### config.mk
export PLATFORM = sky130hd
export DESIGN_NAME = glitc_config_ctrl
export DESIGN_NICKNAME = d
export VERILOG_FILES = /design/src/rtl/glitc_config_ctrl.sv
export SDC_FILE = /design/constraint.sdc
export NUM_CORES = 1
export LEC_CHECK = 0
export CAP_MARGIN = 20
export CORE_MARGIN = 2
export CORE_UTILIZATION = 40
export CTS_CLUSTER_DIAMETER = 40
export DETAILED_ROUTE_END_ITERATION = 6
export DONT_BUFFER_PORTS = 1
export HOLD_SLACK_MARGIN = 0.02
export PLACE_DENSITY_LB_ADDON = 0.3
export SLEW_MARGIN = 10
export SYNTH_ARGS = -nofsm -noshare
export SYNTH_HDL_FRONTEND = slang
export SYNTH_SLANG_ARGS = --single-unit
export TNS_END_PERCENT = 30
### constraint.sdc
create_clock -name clk_i -period 7.8 [get_ports clk_i]
set_clock_uncertainty 0.1 [all_clocks]
set_input_delay 0.78 -clock clk_i [delete_from_list [all_inputs] [get_ports clk_i]]
set_output_delay 0.78 -clock clk_i [all_outputs]
set_load 0.005 [all_outputs]
### src/rtl/glitc_config_ctrl.sv
// GLITC configuration sequencer: four independent PROGRAM_B/INIT_B/DONE FSMs behind a CTRL/STATUS bus slave.
// Bus ack one clock after strobe, one clock per access; pad inputs reach the FSMs two clocks late.
module glitc_config_ctrl #(
  parameter int PROG_CYCLES    = 64,
  parameter int INIT_CYCLES    = 64,
  parameter int TIMEOUT_CYCLES = 1048576
) (
  input  logic        clk_i,
  input  logic        rst_n_i,
  input  logic        cyc_i,
  input  logic        stb_i,
  input  logic        we_i,
  input  logic        adr_i,
  input  logic [31:0] dat_i,
  output logic [31:0] dat_o,
  output logic        ack_o,
  output logic [3:0]  PROGRAM_B,
  output logic [3:0]  INIT_B_OE,
  input  logic [3:0]  INIT_B,
  input  logic [3:0]  DONE,
  output logic [3:0]  gready_o
);

  typedef enum logic [2:0] {
    ST_IDLE        = 3'd0,
    ST_PROG_ASSERT = 3'd1,
    ST_INIT_HOLD   = 3'd2,
    ST_WAIT_INIT   = 3'd3,
    ST_LOADING     = 3'd4,
    ST_READY       = 3'd5,
    ST_ERROR       = 3'd6
  } state_t;

  localparam int MAX_PI  = (PROG_CYCLES > INIT_CYCLES) ? PROG_CYCLES : INIT_CYCLES;
  localparam int MAX_ALL = (MAX_PI > TIMEOUT_CYCLES) ? MAX_PI : TIMEOUT_CYCLES;
  localparam int CW      = $clog2(MAX_ALL + 1);
  localparam logic [CW-1:0] PROG_LOAD = CW'(PROG_CYCLES - 1);
  localparam logic [CW-1:0] INIT_LOAD = CW'(INIT_CYCLES - 1);
  localparam logic [CW-1:0] TO_LOAD   = CW'(TIMEOUT_CYCLES - 1);

  logic [3:0]  r_init_meta, r_init_sync, r_done_meta, r_done_sync;
  logic        r_ack, r_held;
  logic [31:0] r_dat;
  logic        w_req, w_acc, w_cmd, w_unused_dat;
  logic [3:0]  w_start, w_abort;
  logic [3:0]  w_program_b, w_init_oe, w_gready;
  logic [2:0]  w_state_code [4];
  logic [31:0] w_status;

  // A strobe held past its ack is the same access, so it must not re-issue commands.
  assign w_req        = cyc_i & stb_i;
  assign w_acc        = w_req & ~r_ack;
  assign w_cmd        = w_acc & we_i & ~adr_i & ~r_held;
  assign w_start      = {4{w_cmd}} & dat_i[3:0];
  assign w_abort      = {4{w_cmd}} & dat_i[7:4];
  assign w_unused_dat = ^dat_i[31:8];

  always_ff @(posedge clk_i) begin
    if (!rst_n_i) begin
      r_init_meta <= '0;
      r_init_sync <= '0;
      r_done_meta <= '0;
      r_done_sync <= '0;
    end else begin
      r_init_meta <= INIT_B;
      r_init_sync <= r_init_meta;
      r_done_meta <= DONE;
      r_done_sync <= r_done_meta;
    end
  end

  always_comb begin
    w_status = '0;
    for (int g = 0; g < 4; g++) begin
      w_status[4*g +: 3] = w_state_code[g];
    end
    w_status[19:16] = w_gready;
    w_status[23:20] = r_done_sync;
    w_status[27:24] = r_init_sync;
  end

  always_ff @(posedge clk_i) begin
    if (!rst_n_i) begin
      r_ack  <= 1'b0;
      r_held <= 1'b0;
      r_dat  <= '0;
    end else begin
      r_ack  <= w_acc;
      r_held <= w_req & (r_held | w_acc);
      r_dat  <= (w_acc & ~we_i & adr_i) ? w_status : '0;
    end
  end

  for (genvar g = 0; g < 4; g++) begin : g_fsm
    state_t        r_state;
    logic [CW-1:0] r_cnt;
    logic          r_prog_b, r_oe, r_rdy;

    always_ff @(posedge clk_i) begin
      if (!rst_n_i) begin
        r_state  <= ST_IDLE;
        r_cnt    <= '0;
        r_prog_b <= 1'b1;
        r_oe     <= 1'b0;
        r_rdy    <= 1'b0;
      end else if (w_abort[g]) begin
        r_state  <= ST_IDLE;
        r_cnt    <= '0;
        r_prog_b <= 1'b1;
        r_oe     <= 1'b0;
        r_rdy    <= 1'b0;
      end else if (w_start[g]) begin
        r_state  <= ST_PROG_ASSERT;
        r_cnt    <= PROG_LOAD;
        r_prog_b <= 1'b0;
        r_oe     <= 1'b0;
        r_rdy    <= 1'b0;
      end else begin
        // Counter is loaded with N-1 on entry so each phase lasts exactly N clocks.
        case (r_state)
          ST_PROG_ASSERT: begin
            if (r_cnt == '0) begin
              r_state  <= ST_INIT_HOLD;
              r_cnt    <= INIT_LOAD;
              r_prog_b <= 1'b1;
              r_oe     <= 1'b1;
            end else begin
              r_cnt <= r_cnt - CW'(1);
            end
          end
          ST_INIT_HOLD: begin
            if (r_cnt == '0) begin
              r_state <= ST_WAIT_INIT;
              r_cnt   <= TO_LOAD;
              r_oe    <= 1'b0;
            end else begin
              r_cnt <= r_cnt - CW'(1);
            end
          end
          ST_WAIT_INIT: begin
            if (r_init_sync[g]) begin
              r_state <= ST_LOADING;
              r_cnt   <= TO_LOAD;
            end else if (r_cnt == '0) begin
              r_state <= ST_ERROR;
            end else begin
              r_cnt <= r_cnt - CW'(1);
            end
          end
          ST_LOADING: begin
            if (r_done_sync[g]) begin
              r_state <= ST_READY;
              r_cnt   <= '0;
              r_rdy   <= 1'b1;
            end else if (!r_init_sync[g] || r_cnt == '0) begin
              r_state <= ST_ERROR;
              r_cnt   <= '0;
            end else begin
              r_cnt <= r_cnt - CW'(1);
            end
          end
          ST_READY: begin
            if (!r_done_sync[g]) begin
              r_state <= ST_IDLE;
              r_rdy   <= 1'b0;
            end
          end
          ST_IDLE, ST_ERROR: begin
            r_cnt <= '0;
          end
          default: begin
            r_state  <= ST_IDLE;
            r_cnt    <= '0;
            r_prog_b <= 1'b1;
            r_oe     <= 1'b0;
            r_rdy    <= 1'b0;
          end
        endcase
      end
    end

    assign w_state_code[g] = r_state;
    assign w_program_b[g]  = r_prog_b;
    assign w_init_oe[g]    = r_oe;
    assign w_gready[g]     = r_rdy;
  end

  assign PROGRAM_B = w_program_b;
  assign INIT_B_OE = w_init_oe;
  assign gready_o  = w_gready;
  assign ack_o     = r_ack;
  assign dat_o     = r_dat;

endmodule

==> results.txt, run 1 <==
The run gives 7752 as the number of global-route vias before repair. In this run, the number of DRC markers left after iteration 0 of detailed routing was 899. Summing all non-filler instances in the final layout gives an area of 9530 um^2.

The worst slew slack as a fraction of its limit was 0.250. The number of input and output port buffers inserted works out to 0. The tools report the number of antenna violations at the first check in global routing as 1. The cell count of the worst hold path is 1, and the total setup buffers inserted after CTS is 0.

The top cell family by delay on the critical path was simple AND/OR/NAND/NOR gates. Each instance of the synthesized netlist takes up on average 7.38 um^2. Share of final-layout standard cells stronger than drive strength 1: 0.0511. The fmax was 303 MHz. The run finished with clean final reports. The number of H-tree levels was 4.

The number of CTS-inserted buffers was 17; the remaining routing DRC violations was 0. The die width was 153 um. Cell with the biggest individual delay on the critical path: sky130_fd_sc_hd__or4_1. Summing every instance area after synthesis gives 8880 um^2.

For this run, the detailed router's first-pass iteration total came to 6. After global routing the overflow that remains totals 0. Dividing the detail-routed via count by the number of cells gives 5.96.

The tools report the count of cell types in the netlist as 77. For this design the ratio of total power to cell area is 501 nW/um^2. The number of pins exceeding their max-slew limit in the final report is 0. Of all nets on the critical path, the largest fanout is 12.

The height of the chip works out to 153 um. Subtracting the final worst setup slack from the clock period gives 3.30 ns. Leading cell type in the layout, fill and taps excluded: sky130_fd_sc_hd__dfxtp_1.

Clock tree synthesis found a total of 150 sinks. The run gives 0.197 as the overall fraction of global-route tracks in use. The logs give 0 for the count of instances resized after the clock tree is built and 91 for the number of primary I/O pins.

The post-cts hold buffer count was 0; the cell row count was 54. The number of register bits inferred by synthesis is 150. The starting density of the core was 0.407; the post-synthesis xor/xnor area fraction was 0.0276.

For this run, the slowest stage of the critical path takes 0.61 ns. No sink is reached through more buffers than the 2 on the longest clock path. The count of cells along the worst register-to-register path works out to 7. Setup repair after global routing left no endpoint under its margin. After clock tree synthesis, the clock-pin slew on the worst setup and hold paths is 0.06 ns. The share of async-settable or async-resettable flops after synthesis works out to 0. Walking the worst path, the cells encountered are or4_1 -> nor4_1 -> and4_1 -> o21ai_0 -> a2111oi_0 -> a211o_1 -> a21oi_1.

The global-route wire length before repair came out at 39000 um. At the pin with the least slew margin, the transition time is 1.12 ns. Among all flip-flop cells after synthesis, the most frequent one is sky130_fd_sc_hd__dfxtp_1. The worst-case IR drop observed on VDD is 0.285 mV.

The relative area change from synthesis to final layout was 7.30%. STA classifies the critical path startpoint as a flip-flop. The root buffer cell chosen for the clock tree is sky130_fd_sc_hd__clkbuf_16. In the layout the commonest cells are sky130_fd_sc_hd__dfxtp_1, sky130_fd_sc_hd__nand2_1, sky130_fd_sc_hd__o21ai_0. For the final routed database, the setup TNS stands at 0 ns. The tools report the placeable core region as 21800 um^2. The tools report the clock latency on the worst-skew pair as 0.43 ns. The dominant combinational cell family by area after synthesis was compound AO/OA/AOI/OAI gates. Synthesis produced a netlist whose cell count is 1203. The logs give 23400 um^2 for the full die area and 0.904 for the global placer's final weighted congestion. Tracing the worst setup path back leads to its startpoint at g_fsm[0].r_cnt[5]. The share of synthesized cell area in full adder, half adder and majority cells works out to 0.0141. The simple logic cell fraction of the synthesized area was 0.276; the average wire per cell in the routed design was 16.3 um. For this block, the via count after detailed routing is 8672. The worst hold path begins at rst_n_i.

The number of enable-type register cells in the synthesized netlist works out to 0. The total of max-cap violations was 0; the overall routed net length was 23700 um. Entering global routing, the biggest net connects 29 pins. The placed instances occupy a cell area of 8950 um^2.

The worst register-to-register path has a setup slack of 4.50 ns. The endpoint identified for the worst register-to-register timing path is g_fsm[0].r_cnt[4]. Together, buffers and inverters on the worst path number 0. The tools report the launch instance of the worst register-to-register path as g_fsm[0].r_cnt[5].

The kind of critical path was flip-flop to flip-flop. TritonCTS built the clock tree. Setup violations remaining at the end of the flow were counted as 0. The final layout contains 1217 nets. The final hold violation count came out at 0. The path class of the lowest-slack min-delay path is input port to flip-flop. In this run the remaining antenna-violating nets after routing total 0. The detailed placer's ending HPWL was 16600 um.

At the worst endpoint, the required time is 8.00 ns. The fraction of the cycle the final worst path needs is 0.424. The sequential cell area fraction in the yosys report was 0.338. The number of warnings printed during yosys synthesis came out at 0. The path with the worst hold slack has its endpoint at g_fsm[1].r_prog_b. For the static power due to leakage, the log shows 3.58 nW. The post-synthesis compound-gate area fraction was 0.281. The endpoint type of the worst setup path is a flip-flop. The proportion of synthesized area in mux cells is 0.00338, and the arrival time at the worst endpoint is 3.51 ns.
[power by group]
part	internal (mW)	total (mW)	leakage [nW]	switching (mW)
Clock	0.424	0.786	0.272	0.362
Sequential	0.882	1.07	1.21	0.190
Combinational	1.02	2.91	2.09	1.90
Total	2.33	4.77	3.58	2.45
[flip-flops by register name, summed over array words and instances, names as in the netlist]
| name | cells |
|---|---|
| r_held | 1 |
| r_init_sync | 4 |
| r_init_meta | 4 |
| g_fsm.r_prog_b | 4 |
| g_fsm.r_rdy | 4 |
| dat_o | 24 |
| g_fsm.r_oe | 4 |
| r_done_meta | 4 |
| r_done_sync | 4 |
| g_fsm.r_cnt | 84 |
| g_fsm.r_state | 12 |
| ack_o | 1 |
[cells by family after synthesis]
logic type                 Yosys count
other                                1
muxes                                3
buffers and inverters              117
DFF                                150
and+or+nand+nor                    485
AOI/OAI and AO/OA                  409
xor gates and xnor gates            28
adders and majority gates           10
[worst max path at each step]
| stage | to | slack, ns | cells after the start |
|---|---|---|---|
| 3_3_place_gp | g_fsm[1].r_cnt[8] | 4.55 | 7 |
| 2_1_floorplan | g_fsm[0].r_cnt[15] | 5.11 | 6 |
| 4_1_cts | g_fsm[1].r_cnt[8] | 4.53 | 7 |
| 6_report | g_fsm[0].r_cnt[4] | 4.50 | 7 |
| 5_1_grt | g_fsm[3].r_cnt[13] | 4.28 | 8 |
| 3_5_place_dp | g_fsm[1].r_cnt[8] | 4.54 | 7 |
[metal layers]
metal / up-vias / GRT usage / share of wire
met3: 42 / 0.0411 / 0.069
met1: 4050 / 0.270 / 0.47
met2: 315 / 0.313 / 0.45
li1: 4265 / - / -
met5: - / 0 / 0
met4: 0 / 0.0626 / 0.017
[cell type report]
type | count | area [um^2]
diodes | 1 | 2.50
clock buffers | 18 | 439
clock inverters | 14 | 118
fillers | 2247 | 12300
inverters | 38 | 143
multi-input cells | 943 | 5390
flip-flops and latches | 150 | 3000
well taps | 280 | 350
repair buffers | 11 | 80.1
[cells in the mapped netlist (20+ instances only)]
library cell,number,area share
sky130_fd_sc_hd__nand3_1,28,0.016
sky130_fd_sc_hd__clkbuf_1,53,0.022
sky130_fd_sc_hd__buf_4,20,0.017
sky130_fd_sc_hd__nor2_1,110,0.047
sky130_fd_sc_hd__nand2_1,123,0.052
sky130_fd_sc_hd__and2_1,49,0.035
sky130_fd_sc_hd__o21ai_0,123,0.069
sky130_fd_sc_hd__inv_1,37,0.016
sky130_fd_sc_hd__a31oi_1,20,0.014
sky130_fd_sc_hd__dfxtp_1,150,0.34
sky130_fd_sc_hd__a21oi_1,119,0.067
sky130_fd_sc_hd__nor3_1,49,0.028
[worst register-to-register path, cell delays in order, from the launching register on]
cell and delay (ns):
sky130_fd_sc_hd__dfxtp_1 0.36, sky130_fd_sc_hd__or4_1 0.61, sky130_fd_sc_hd__nor4_1 0.39, sky130_fd_sc_hd__and4_1 0.59, sky130_fd_sc_hd__o21ai_0 0.40, sky130_fd_sc_hd__a2111oi_0 0.51
sky130_fd_sc_hd__a211o_1 0.17, sky130_fd_sc_hd__a21oi_1 0.06
[per-stage QoR]
stage | utilization | std cells | total power, mW | setup WS (ns) | hold WS (ns)
after floorplan | - | 1210 | 3.38 | 5.11 | 0.312
after global placement | 0.410 | 1420 | 3.88 | 4.55 | 0.314
after detailed placement | 0.410 | 1420 | 3.93 | 4.54 | 0.321
after CTS | 0.436 | 1452 | 4.73 | 4.53 | 0.319
after global routing | 0.436 | 1454 | 5.15 | 4.28 | 0.335
final | 0.437 | 1455 | 4.77 | 4.50 | 0.332
(Power assumes the default switching activity.)
==> run 2: changes to the inputs <==
Clock period 7.8 ns to 3.1 ns, I/O delays scaled along.
==> results.txt, run 2 (synthesis results as in run 1) <==
The remaining routing DRC violations was 0 (unchanged); the power consumption was 13.1 mW (+170%). The slack of the worst reg-to-reg path came out at 0.16 ns (-4.34 ns). The peak fanout along the critical path works out to 9 (-3). The leading cell type in the layout, fill and taps excluded is sky130_fd_sc_hd__dfxtp_1. The run gives 4 (unchanged) as the number of H-tree levels. The run gives 0.852 mV (+200%) as the peak supply drop. The worst register-to-register path ends at g_fsm[0].r_cnt[15].

The tools report the portion of total power attributed to the clock network as 0.176 (+0.011). The share of final-layout standard cells stronger than drive strength 1 is 0.0876 (+0.0365). The total setup buffers inserted after CTS was 0 (unchanged). Number of CTS-inserted buffers: 17 (unchanged). The tools report the worst-case clock buffer depth as 2 (unchanged). Most prevalent standard cell on the critical path: sky130_fd_sc_hd__o21ai_0. Fraction of the cycle the final worst path needs: 0.948 (+0.525). For the final hold violation count, the log shows 0 (unchanged). Total of max-cap violations: 0 (unchanged).

The most crowded layer after global routing is met2. The tools report the startpoint kind of the worst setup timing path as a flip-flop. For the fmax, the log shows 340 MHz (+12%). The CTS clock-pin slew for the worst setup and hold paths works out to 0.06 ns (about the same). The placeable core region is 21800 um^2 (unchanged), and the count of antenna-violating nets left after detailed routing is 0 (unchanged). The count of cells along the worst register-to-register path is 8 (+1), and the met2 global-route usage is 0.314 (+0.00149). For the total congestion overflow, the log shows 0 (unchanged). The tools report the total of fill cells in the finished design as 2141 (-4.7%). The tools report the static power due to leakage as 3.90 nW (+8.9%). The signal on the critical path passes through inv_1 -> ha_1 -> nor4b_1 -> and4_1 -> a311oi_1 -> o21ai_0 -> or4_1 -> o21ai_0. CTS placed an instance of sky130_fd_sc_hd__clkbuf_16 at the clock tree root. For the worst slew slack as a fraction of its limit, the log shows 0.277 (+0.0273). The number of primary I/O pins is 91 (unchanged), and the data required time of the worst path is 3.35 ns (-4.65 ns).

The area of all placed cells without fillers was 10100 um^2 (+6.1%); the area occupied by registers was 3000 um^2 (unchanged). The tools report the placed cell area as 9310 um^2 (+3.9%). The setup TNS after final layout is 0 ns (unchanged), and the net count reported at finish is 1277 (+4.9%). The number of input and output port buffers inserted was 0 (unchanged); the via density per instance was 5.84 (-2.0%).

The logs give 8840 (+1.9%) for the via count of the routed design and 0.199 (-0.026) for the relative contribution of sequential cells to total power. Number of flip-flops in the largest register: 84 (unchanged). Switching power total: 6.27 mW (+160%). The die width came out at 153 um (unchanged). The switching power as a share of total power works out to 0.478 (-0.0343).

The highest cell delay on the worst timing path came out at 0.77 ns (+0.16 ns). Largest net degree at the start of global routing: 24 (-17%). The measured slew at the worst slew-check pin was 1.08 ns (-0.0408 ns); the arrival time at the worst endpoint was 3.19 ns (-0.32 ns). The logs give 0.0448 (+0.00369) for the met3 usage and 840 (-6.6%) for the violation count after the first detailed-routing iteration. The footprint of the multi-input gates was 5410 um^2 (+0.28%); the number of antenna violations at the first check in global routing was 0 (-1).

Source of the worst hold timing path: dat_i[2]. The cell count of the worst hold path was 3 (+2); the number of global-route vias before repair was 7856 (+1.3%). The worst register-to-register path begins at g_fsm[0].r_cnt[0].

The path class of the tightest hold or removal check is input port to flip-flop. The fraction of power consumed by combinational cells was 0.625 (+0.014); the global-route wire length before repair was 39800 um (+2.3%). The height of the chip was 153 um (unchanged). The overall fraction of global-route tracks in use was 0.205 (+0.00711).

The average wire per cell in the routed design was 16.2 um (-0.62%); the met1 usage in global routing was 0.283 (+0.0130). The number of pins exceeding their max-slew limit in the final report is 0 (unchanged). The destination of the worst hold path is g_fsm[2].r_state[0]. The run gives 0.407 (unchanged) as the starting density of the core. Setup repair after global routing left no endpoint under its margin.

Number of diodes added for antenna fixing: 0 (-1). Cell with the biggest individual delay on the critical path: sky130_fd_sc_hd__a311oi_1. The endpoint type of the worst setup path was a flip-flop.

The power per standard cell area was 1300 nW/um^2 (+160%). TritonCTS built the clock tree. Relative to the synthesized area, the layout overhead comes to 13.9%. The flow ran to the end, and the final reports show no timing, DRC or antenna violations. The critical path is of the flip-flop to flip-flop type. The final critical path time including I/O delays and setup was 2.94 ns (-0.364 ns). Global placer's final weighted congestion: 0.927 (+2.6%). The number of optimization iterations in the first detailed-route pass came out at 6 (unchanged). The tools report the cell-internal power as 6.83 mW (+190%). The tools report the detailed placer's ending HPWL as 17200 um (+3.7%). The tools report the TritonCTS sink count as 150 (unchanged).

The logs give 24500 um (+3.3%) for the overall routed net length and 0 (unchanged) for the setup-violating endpoint count in the final report. The library cells used most frequently in the layout, excluding fill and tap cells, are sky130_fd_sc_hd__dfxtp_1, sky130_fd_sc_hd__nand2_1, sky130_fd_sc_hd__o21ai_0. The full die area is 23400 um^2 (unchanged). The clock latency on the worst-skew pair was 0.44 ns (about the same).

The run gives 54 (unchanged) as the cell row count. g_fsm.r_cnt holds more flip-flops than any other register.
[run 2: worst max path at each step]
stage / startpoint / to / cells past startpoint
floorplan: g_fsm[1].r_cnt[7] / g_fsm[1].r_cnt[13] / 9
global placement: g_fsm[1].r_cnt[13] / g_fsm[1].r_cnt[12] / 7
detailed placement: g_fsm[1].r_cnt[13] / g_fsm[1].r_cnt[18] / 8
CTS: g_fsm[1].r_cnt[13] / g_fsm[1].r_cnt[18] / 8
global route: g_fsm[0].r_cnt[0] / g_fsm[0].r_cnt[15] / 8
finish: g_fsm[0].r_cnt[0] / g_fsm[0].r_cnt[15] / 8
[run 2: area by class of cell]
cell class                      count  share of cell area
Multi-Input combinational cell    943               0.535
Tap cell                          280              0.0346
Timing Repair Buffer               71              0.0559
Clock buffer                       19              0.0438
Clock inverter                     12              0.0199
Inverter                           38              0.0141
Sequential cell                   150               0.297
[run 2: timing repair]
action                                  in CTS  in global routing
hold buffers                                14                  0
endpoints found under the hold margin       21                  0
resized for setup                            0                  4
endpoints found under the setup margin       0                  9
[run 2: metrics by stage]
stage	setup slack, ns	std cells	hold WS (ns)	utilization
after floorplan	0.426	1210	0.312	-
after global placement	0.218	1467	0.288	0.426
after detailed placement	0.188	1467	0.292	0.426
after CTS	0.196	1512	0.0648	0.462
after global routing	0.0303	1513	0.0990	0.463
final	0.160	1513	0.0778	0.463
[run 2: critical path: cells and delay by family, from the launching register on]
family	cells	cell delay (ns)
compound gates	3	1.13
flops	1	0.38
fa+ha+maj	1	0.23
buf+inv	1	0.10
simple gates	3	0.94
[run 2: power groups by stage]
stage          sequential [mW]  combinational [mW]  clock, mW
6_report                  2.61                8.19       2.30
5_1_grt                   2.66                9.03       2.42
2_1_floorplan             2.49                6.01          0
3_5_place_dp              2.63                7.87          0
4_1_cts                   2.60                7.97       2.34
3_3_place_gp              2.62                7.84          0
[run 2: layer usage]
metal | routed length [um] | vias up
li1 | - | 4384
met1 | 11600 | 4116
met2 | 10900 | 299
met3 | 1540 | 41
met4 | 454 | 0
met5 | 0 | -
==> run 3: changes to the inputs <==
Settings changed: CORE_MARGIN 2 to unset, CTS_BUF_LIST set to sky130_fd_sc_hd__clkbuf_4 sky130_fd_sc_hd__clkbuf_8 sky130_fd_sc_hd__clkbuf_16.
==> results.txt, run 3 (synthesis results as in run 1) <==
Remaining routing DRC violations: 0 (unchanged). In the layout the commonest cells are sky130_fd_sc_hd__dfxtp_1, sky130_fd_sc_hd__nand2_1, sky130_fd_sc_hd__o21ai_0. The highest metal layer carrying signal wires in the routed design is met4.

The relative area change from synthesis to final layout was 13.5%; the via count of the routed design was 8943 (+1.2%). The total of fill cells in the finished design is 2173 (+1.5%). Setup repair after global routing left no endpoint under its margin.

For the smallest setup slack after layout, the log shows 0.207 ns (+0.0476 ns). The min-delay analysis places its worst path in the category input port to flip-flop. The clock latency on the worst-skew pair is 0.43 ns (about the same), and the number of optimization iterations in the first detailed-route pass is 5 (-1). The logs give 3.32 ns (-0.03 ns) for the data required time of the worst path and 17 (unchanged) for the number of CTS-inserted buffers. For the placeable core region, the log shows 21800 um^2 (unchanged). The peak fanout along the critical path came out at 8 (-1). The net count reported at finish is 1285 (+0.63%), and the overall routed net length is 25000 um (+1.7%). The startpoint kind of the worst setup timing path was a flip-flop.

The amount of wire on met2 after detailed routing was 11600 um (+5.9%). The cell sitting at the root of the clock tree is a sky130_fd_sc_hd__clkbuf_16. The routed metal-1 wire length is 11500 um (-0.99%), and the count of antenna-violating nets left after detailed routing is 0 (unchanged).

The cell count of the worst hold path was 2 (-1). The measured slew at the worst slew-check pin was 0.967 ns (-0.112 ns). The fmax is 346 MHz (+1.6%), and the share of final-layout standard cells stronger than drive strength 1 is 0.0934 (+0.00581). The final hold violation count came out at 0 (unchanged).

The logs give 17700 um (+3.2%) for the detailed placer's ending HPWL and 0 (unchanged) for the number of diodes added for antenna fixing. The run gives 0.351 (+0.0735) as the worst slew slack as a fraction of its limit. Leading cell type in the layout, fill and taps excluded: sky130_fd_sc_hd__dfxtp_1. The global-route wire length before repair was 40300 um (+1.1%).

For the number of primary I/O pins, the log shows 91 (unchanged). The flow ran to the end, and the final reports show no timing, DRC or antenna violations. The logs give 0.21 ns (+0.05 ns) for the slack of the worst reg-to-reg path and 0.223 (+0.0180) for the overall fraction of global-route tracks in use. The logs give 611 (-27%) for the violation count after the first detailed-routing iteration and 0.712 mV (-16%) for the peak supply drop.

The setup TNS after final layout is 0 ns (unchanged), and the power per standard cell area is 1270 nW/um^2 (-1.8%). For the static power due to leakage, the log shows 3.90 nW (about the same). The run gives 0 (unchanged) as the number of antenna violations at the first check in global routing.

In this run the critical register-to-register path is launched from g_fsm[0].r_cnt[5]. In this run the most critical hold path is launched from rst_n_i. CTS clock-pin slew for the worst setup and hold paths: 0.07 ns (about the same). The height of the chip came out at 151 um (-1.3%). The routed length on met3 is 1470 um (-4.5%), and the full die area is 22800 um^2 (-2.6%). Largest net degree at the start of global routing: 26 (+8.3%).

The count of cells along the worst register-to-register path works out to 7 (-1). The setup-violating endpoint count in the final report came out at 0 (unchanged). The via density per instance is 5.88 (+0.57%). The worst-case clock buffer depth is 2 (unchanged). The die width came out at 151 um (-1.3%). The critical path in this run is classified as flip-flop to flip-flop.

The arrival time at the worst endpoint is 3.11 ns (-0.08 ns), and the number of H-tree levels is 4 (unchanged). The cell row count is 54 (unchanged). The post-placement worst setup slack came out at 0.140 ns (-0.0483 ns). Number of global-route vias before repair: 7989 (+1.7%). STA classifies the critical path endpoint as a flip-flop.

The register with the most flip-flops is g_fsm.r_cnt. The number of flip-flops in the largest register is 84 (unchanged). The fraction of the cycle the final worst path needs was 0.933 (-0.0153); the total of max-cap violations was 0 (unchanged). TritonCTS built the clock tree. The total setup buffers inserted after CTS is 0 (unchanged). The tools report the global placer's final weighted congestion as 0.904 (-2.5%). The number of pins exceeding their max-slew limit in the final report is 0 (unchanged), and the TritonCTS sink count is 150 (unchanged). The run gives 0 (unchanged) as the total congestion overflow.

The destination of the worst hold path was g_fsm[2].r_cnt[20]. Average wire per cell in the routed design: 16.4 um (+1.1%). The endpoint identified for the worst register-to-register timing path is g_fsm[0].r_cnt[4].

The starting density of the core was 0.407 (unchanged); the final critical path time including I/O delays and setup was 2.89 ns (-0.0476 ns). The number of input and output port buffers inserted is 0 (unchanged).
## run 3: power by group
group / switching, mW / internal, mW
clock: 0.937 / 1.07
sequential: 0.397 / 2.22
combinational: 5.01 / 3.20
## run 3: final cells by class
type / count / area (um^2) / share of cell area
Tap cell: 280 / 350 / 0.0348
Timing Repair Buffer: 79 / 626 / 0.0621
Clock buffer: 18 / 433 / 0.0429
Inverter: 38 / 143 / 0.0142
Sequential cell: 150 / 3000 / 0.298
Multi-Input combinational cell: 943 / 5400 / 0.535
Clock inverter: 14 / 129 / 0.0128
## run 3: stage by stage
step                instance area, um^2  power [mW]  instances   util  hold slack [ns]
floorplan                          8900        8.50       1210      -            0.312
global placement                   9380        10.6       1477  0.430            0.291
detailed placement                 9380        10.7       1477  0.430            0.294
CTS                               10100        12.7       1522  0.462           0.0286
global route                      10100        13.9       1522  0.462           0.0443
finish                            10100        12.8       1522  0.462           0.0448
## run 3: metal layers
metal | vias up | GRT usage
li1 | 4416 | -
met1 | 4198 | 0.301
met2 | 285 | 0.350
met3 | 44 | 0.0479
met4 | 0 | 0.0720
met5 | - | 0
## run 3: worst max-delay path by stage
stage	start	end	cells past startpoint
6_report	g_fsm[0].r_cnt[5]	g_fsm[0].r_cnt[4]	7
5_1_grt	g_fsm[1].r_cnt[8]	g_fsm[1].r_cnt[12]	7
4_1_cts	g_fsm[3].r_cnt[0]	g_fsm[3].r_cnt[15]	9
3_5_place_dp	g_fsm[3].r_cnt[0]	g_fsm[3].r_cnt[15]	9
3_3_place_gp	g_fsm[3].r_cnt[0]	g_fsm[3].r_cnt[15]	9
2_1_floorplan	g_fsm[1].r_cnt[7]	g_fsm[1].r_cnt[13]	9
## run 3: critical path, stage by stage (launching register included)
cell and delay (ns):
sky130_fd_sc_hd__dfxtp_1 0.36, sky130_fd_sc_hd__or4_1 0.63, sky130_fd_sc_hd__nor4_1 0.39, sky130_fd_sc_hd__and4_1 0.47, sky130_fd_sc_hd__o21ai_0 0.18, sky130_fd_sc_hd__a2111oi_0 0.43, sky130_fd_sc_hd__a211o_1 0.17, sky130_fd_sc_hd__a21oi_1 0.06
## run 3: repair_timing
item | 4_1_cts | 5_1_grt
endpoints found under the hold margin | 20 | 0
hold buffers | 13 | 0
resized for setup | 0 | 0
